[src/rtl/mux4_scan_ctrl.sv]
// Purpose: steps a 4:1 mux select through the enabled channels and samples the mux output per channel.
// Latency: sel is valid one cycle after start; each channel is captured DWELL cycles after its sel is driven.
// Backpressure: none; start is ignored while scanning, and the sweep runs to completion unless rst is asserted.
//
// Ports:
//   clk, rst           rising-edge clock, asynchronous active-high reset
//   start              begin a sweep (sampled only when idle)
//   cont               wrap to the lowest enabled channel at sweep end instead of stopping
//   ch_en[3:0]         channel enable mask, bit i enables channel i
//   mux_out            output of the downstream mux, driven by sel
//   sel[1:0]           registered mux select
//   busy               high while scanning
//   sample[3:0]        last captured mux_out for each channel
//   frame_done         one-cycle pulse after each sweep's final capture
module mux4_scan_ctrl #(
  parameter int DWELL = 4,
  parameter int CW    = 8
) (
  input  logic       clk,
  input  logic       rst,
  input  logic       start,
  input  logic       cont,
  input  logic [3:0] ch_en,
  input  logic       mux_out,
  output logic [1:0] sel,
  output logic       busy,
  output logic [3:0] sample,
  output logic       frame_done
);

  typedef enum logic {
    IDLE = 1'b0,
    SCAN = 1'b1
  } state_t;

  state_t        state_q, state_d;
  logic [1:0]    sel_q, sel_d;
  logic          busy_q, busy_d;
  logic [3:0]    sample_q, sample_d;
  logic          frame_done_q, frame_done_d;
  logic [CW-1:0] cnt_q, cnt_d;

  logic [1:0] low_idx;
  logic [1:0] next_idx;
  logic       next_vld;
  logic       any_en;
  logic       dwell_end;
  logic       wrap;

  assign any_en    = |ch_en;
  assign dwell_end = (state_q == SCAN) && (cnt_q == CW'(DWELL - 1));
  assign wrap      = cont && any_en;

  // Lowest enabled channel: scan downward so the smallest set index wins.
  always_comb begin
    low_idx = 2'd0;
    for (int i = 3; i >= 0; i--) begin
      if (ch_en[i]) low_idx = 2'(i);
    end
  end

  // Next enabled channel strictly above the current one, using the live mask.
  always_comb begin
    next_vld = 1'b0;
    next_idx = 2'd0;
    for (int i = 3; i >= 0; i--) begin
      if (ch_en[i] && (i > int'(sel_q))) begin
        next_vld = 1'b1;
        next_idx = 2'(i);
      end
    end
  end

  // State register plus all registered outputs.
  always_ff @(posedge clk or posedge rst) begin
    if (rst) begin
      state_q      <= IDLE;
      sel_q        <= 2'b00;
      busy_q       <= 1'b0;
      sample_q     <= 4'b0000;
      frame_done_q <= 1'b0;
      cnt_q        <= '0;
    end else begin
      state_q      <= state_d;
      sel_q        <= sel_d;
      busy_q       <= busy_d;
      sample_q     <= sample_d;
      frame_done_q <= frame_done_d;
      cnt_q        <= cnt_d;
    end
  end

  // Next-state logic.
  always_comb begin
    state_d = state_q;
    case (state_q)
      IDLE: if (start && any_en) state_d = SCAN;
      SCAN: if (dwell_end && !next_vld && !wrap) state_d = IDLE;
      default: state_d = IDLE;
    endcase
  end

  // Output / datapath logic.
  always_comb begin
    sel_d        = sel_q;
    busy_d       = busy_q;
    sample_d     = sample_q;
    frame_done_d = 1'b0;
    cnt_d        = cnt_q;
    case (state_q)
      IDLE: begin
        sel_d  = 2'b00;
        busy_d = 1'b0;
        cnt_d  = '0;
        if (start && any_en) begin
          sel_d  = low_idx;
          busy_d = 1'b1;
        end
      end
      SCAN: begin
        cnt_d = cnt_q + CW'(1);
        if (dwell_end) begin
          // Capture the channel just dwelt on, even if its enable was dropped mid-dwell.
          sample_d[sel_q] = mux_out;
          cnt_d           = '0;
          if (next_vld) begin
            sel_d = next_idx;
          end else begin
            frame_done_d = 1'b1;
            if (wrap) begin
              sel_d = low_idx;
            end else begin
              sel_d  = 2'b00;
              busy_d = 1'b0;
            end
          end
        end
      end
      default: begin
        sel_d  = 2'b00;
        busy_d = 1'b0;
        cnt_d  = '0;
      end
    endcase
  end

  assign sel        = sel_q;
  assign busy       = busy_q;
  assign sample     = sample_q;
  assign frame_done = frame_done_q;

endmodule

[config.mk]
export PLATFORM = sky130hd
export DESIGN_NAME = mux4_scan_ctrl
export DESIGN_NICKNAME = d
export VERILOG_FILES = /design/src/rtl/mux4_scan_ctrl.sv
export SDC_FILE = /design/constraint.sdc
export NUM_CORES = 1
export LEC_CHECK = 0
export CORE_MARGIN = 2
export CORE_UTILIZATION = 35
export DETAILED_ROUTE_END_ITERATION = 10
export PLACE_DENSITY = 0.68
export REMOVE_ABC_BUFFERS = 1
export SYNTH_ARGS = -nofsm -noshare
export SYNTH_HDL_FRONTEND = slang
export SYNTH_SLANG_ARGS = --single-unit
export TNS_END_PERCENT = 10
[constraint.sdc]
create_clock -name clk -period 2.1 [get_ports clk]
set_input_delay 0.315 -clock clk [delete_from_list [all_inputs] [get_ports clk]]
set_output_delay 0.315 -clock clk [all_outputs]
set_load 0.005 [all_outputs]
Word level (Yosys, flattened, before mapping)
Cells that the tools add are included.
{ "totals": {"regBits": 17, "latch_bits": 0, "mem_bits_rw": 0, "rom_bits": 0, "output_inout_bits": 8, "word_cells": 61, "mem_count": 0} }
{ "op_classes": {"n_addsub": 1, "mul": 0, "n_div": 0, "n_lt_le_gt_ge": 5, "n_eq_ne": 4, "n_shift": 0, "mux": 30, "n_bitwise": 1, "n_reduce_logical": 14} }
{ "ops": {"columns": ["op", "count"], "rows": [
  ["two-way mux 2 bit", 11],
  ["case mux 8 bit (2 select lines)", 1],
  ["two-way mux 1 bit", 12],
  ["logical AND 1 bit", 9],
  ["adder 8 x 1 -> 8 bit (second input constant)", 1],
  ["equality test 8 x 2 -> 1 bit (second input constant)", 1],
  ["two-way mux 8 bit", 1],
  ["bitwise mux 4 bit", 1],
  ["> comparator 2 bit (first input constant)", 2],
  ["!= test 2 bit (second input constant)", 2],
  ["case mux 1 bit (2 select lines)", 2],
  ["case mux 2 bit (2 select lines)", 1],
  ["OR reduction 4 bit", 1],
  ["< comparator 2 x 3 -> 1 bit (second input constant)", 1],
  ["AND reduction 3 bit", 1],
  ["demux 1 bit (select 2 bit)", 1],
  [">= comparator 2 x 1 -> 1 bit (second input constant)", 1],
  ["> comparator 1 x 2 -> 1 bit (first input constant)", 1],
  ["logical NOT 1 bit", 2],
  ["!= test 2 x 1 -> 1 bit (second input constant)", 1],
  ["AND reduction 2 bit", 1],
  ["inverter 1 bit", 1]
]} }

Logic depth before layout (Yosys ltp)
{ "depth": {"depth_word": 10, "ltp_mapped": 6, "depth_no_buf": 5} }

Worst setup path after synthesis
Ideal clock, no wire load.
{ "synth_path": {"path_type": "register -> register", "start": "register cnt_q[0]", "end": "register sample_q[1], in the netlist sample[1]", "setup_ns": 0.128, "arrival_time_ns": 1.490, "required_time_ns": 1.972, "slack_ns": 0.483, "path_stages_with_launch": 6, "path_buffers": 0, "period_less_slack_ns": 1.617, "cell_sequence": "dfrtp_1 ha_1 nor3b_2 nand3_2 nor3b_2 mux2_1"} }
{ "synth_via": {"elab_chain_len": 3} }
{ "synth_lines": {"columns": ["item", "line", "source"], "rows": [
  ["start: declaration", "41", "logic [CW-1:0] cnt_q, cnt_d;"],
  ["start signal: assignment", "89", "cnt_q <= cnt_d;"],
  ["equality test 8 x 2 -> 1 bit", "51", "assign dwell_end = (state_q == SCAN) && (cnt_q == CW'(DWELL - 1));"],
  ["logical AND 1 bit", "51", null],
  ["AND reduction 2 bit (no line)", null, null],
  ["end signal: assignment", "87", "sample_q <= sample_d;"],
  ["end: declaration", "39", "logic [3:0] sample_q, sample_d;"]
]} }
No other way between the ends.
A chain may end at the register's enable or synchronous reset.

Worst setup path in the final report
Same ends and word-level chain as after synthesis.

==> impl_metrics.json <==
{
  "status": "finished clean",
  "rows": 18,
  "clk_pin_slew_ns": 0.09,
  "rrSetupSlack_ns": 0.33,
  "synth_top_family_by_area": "simple AND/OR/NAND/NOR gates",
  "end_kind": "flop",
  "cts_tree": "yes",
  "synth_area_per_cell_um2": 10.3,
  "drv_slew": 0,
  "crit_start": "cnt_q[0]",
  "yosys_warnings": 0,
  "vias_per_cell": 5.11,
  "synth-edff-count": 0,
  "worstSetupEndpoint": "sample[1]",
  "worst_pin_slew_ns": 0.635,
  "slew_headroom": 0.576,
  "synthDistinctLibCells": 33,
  "crit_path_frequent_cell": "nor3b_2",
  "totalNegativeSetupSlack_ns": 0,
  "hold_class": "input pin to asynchronous set/reset pin",
  "io_buffer_count": 16,
  "synth_compound_area_frac": 0.133,
  "maxCapViolations": 0,
  "netlist_instances": 88,
  "yosysSeqAreaShare": 0.470,
  "grt-ovfl-total": 0,
  "cts_resized": 0,
  "grt_pass1_wl_mm": 2.78,
  "drtPass1Iterations": 4,
  "crit_slowest_cell": "dfrtp_1",
  "worstReg2RegStart": "cnt_q[0]",
  "syn_area_um2": 905,
  "drt-initial-drc-count": 9,
  "start_util": 0.369,
  "yosysMostFrequentCell": "dfrtp_1",
  "max_stage_delay_ns": 0.40,
  "track_usage": 0.132,
  "nets": 117,
  "vias": 695,
  "max-vdd-ir-drop_v": 0.000688,
  "worst-setup-path-type": "flop to flop",
  "cts_root_buf": "clkbuf_4",
  "cts_setup_buffers": 0,
  "total_power_uw": 1240,
  "area_growth_syn_to_layout_pct": 23.8,
  "drive_above_1_share": 0.104,
  "hold_viol": 0,
  "critPathMaxFanout": 5,
  "r2r_cells": 5,
  "fin_skew_ns": 0.000912,
  "drc": 0,
  "p_leak_uw": 0.000480,
  "die_w_um": 54.8,
  "synth_seq_cells": 17,
  "synth_fa_ha_area_frac": 0.0138,
  "synth_xor_area_frac": 0.0581,
  "synth.top_cells.by_count": "17 x dfrtp_1, 10 x nor2_1, 6 x nand3_1",
  "required_ns": 2.27,
  "cts_max_level": 1,
  "r2r_end": "sample[1]",
  "powerDensity_mw_per_mm2": 1110,
  "synth-simple-area-share": 0.245,
  "die_h_um": 54.8,
  "num-fill-cells": 245,
  "wire_per_inst_um": 11.8,
  "postRouteWirelength_mm": 1.61,
  "synth_top_cell_area_share": 0.470,
  "setup_viol": 0,
  "die_area_mm2": 0.00301,
  "fin_crit_sh": 0.844,
  "yosys.area.top_type": "dfrtp_1",
  "clk-insertion-delay-late_ns": 0.28,
  "worstPathCellList": "ha_1, nor3b_2, nand3_2, nor3b_2, mux2_1",
  "grt_max_degree": 18,
  "antenna_found_initial": 0,
  "cts_buffers": 3,
  "grt_pass1_vias": 657,
  "critPathArrivalTime_ns": 1.94,
  "cts_buffer_depth": 2,
  "cp-start-kind": "flop",
  "fmax_mhz": 564,
  "ios": 17,
  "clkSinkCount": 17,
  "dpl.cell_count": 132,
  "period_needed_ns": 1.77,
  "grt_setup_unrepaired": "false",
  "synthMuxAreaShare": 0.0498,
  "ctsHoldBuffers": 0,
  "synthArstFlopShare": 1.00,
  "finalNonFillerCells": 136,
  "gp_congestion": 0.770,
  "antenna_cells": 0,
  "coreArea_mm2": 0.00245,
  "ys.flop_type": "dfrtp_1",
  "synth.top_cells.by_area": "dfrtp_1 47%, nor2_1 4.1%, nor3b_2 4.1%",
  "postRouteAntennaNets": 0,
  "dp_hpwl_mm": 1.23
}
cells in the final DEF (no fill, tap or decap), types with 3 or more instances in the layout:
master           count
dfrtp_1             17
clkdlybuf4s50_1     16
nor2_1              10
nand3_1              6
inv_1                5
nand2_1              5
xor2_1               4
nor3b_2              3
nor2b_1              3
o211ai_1             3
mux2_1               3
clkbuf_4             3
layout make-up:
type | count | area (um^2) | share of cell area
Clock buffer | 4 | 26.3 | 0.0235
Tap cell | 30 | 37.5 | 0.0335
Multi-Input combinational cell | 64 | 452 | 0.403
Inverter | 5 | 18.8 | 0.0168
Timing Repair Buffer | 16 | 160 | 0.143
Sequential cell | 17 | 425 | 0.380
logic make-up after synthesis:
logic type,after synthesis
simple gates,37
flops,17
compound gates,16
buf+inv,7
xor+xnor,6
mux,4
fa+ha+maj,1
state kept, by name (all words and copies together), names as in the netlist:
| signal | flops |
|---|---|
| cnt_q | 8 |
| sample | 4 |
| sel | 2 |
| busy | 1 |
| frame_done | 1 |
| state_q | 1 |
per-layer routing:
metal,routed length (um),vias to the layer above,part of all wire,GRT usage
li1,-,346,-,-
met1,790,330,0.49,0.170
met2,709,17,0.44,0.196
met3,92,2,0.057,0.0492
met4,18,0,0.011,0.0583
met5,0,-,0,0
critical path, delay by kind of cell (launching register included):
kind	cells	cell delay, ns
adder cells (fa/ha/maj)	1	0.24
flip-flops	1	0.40
multiplexers	1	0.33
AND/OR/NAND/NOR	3	0.68
power breakdown:
group	internal, uW	switching, uW
Combinational	300	214
Clock	73.7	93.3
Sequential	439	119
Total	812	426
worst min-delay path by stage:
| stage | startpoint | end | slack (ns) | cells past startpoint |
|---|---|---|---|---|
| after global routing | rst | sample[1] | 0.48 | 2 |
| after global placement | sample[0] | sample[0] | 0.47 | 1 |
| after CTS | rst | sample[1] | 0.42 | 2 |
| after floorplan | rst | busy | 0.24 | 1 |
| after detailed placement | sample[2] | sample[2] | 0.48 | 1 |
| final | rst | sample[1] | 0.41 | 2 |
through the flow:
| stage | cell area [um^2] | worst slack, ns | hold WS, ns | utilization |
|---|---|---|---|---|
| 4_1_cts | 1120 | 0.306 | 0.421 | 0.456 |
| 2_1_floorplan | 896 | 0.483 | 0.241 | - |
| 3_3_place_gp | 1090 | 0.300 | 0.472 | 0.445 |
| 3_5_place_dp | 1090 | 0.242 | 0.475 | 0.445 |
| 5_1_grt | 1120 | 0.166 | 0.475 | 0.456 |
| 6_report | 1120 | 0.328 | 0.406 | 0.456 |
No activity file was read; power rests on OpenSTA's default activity.
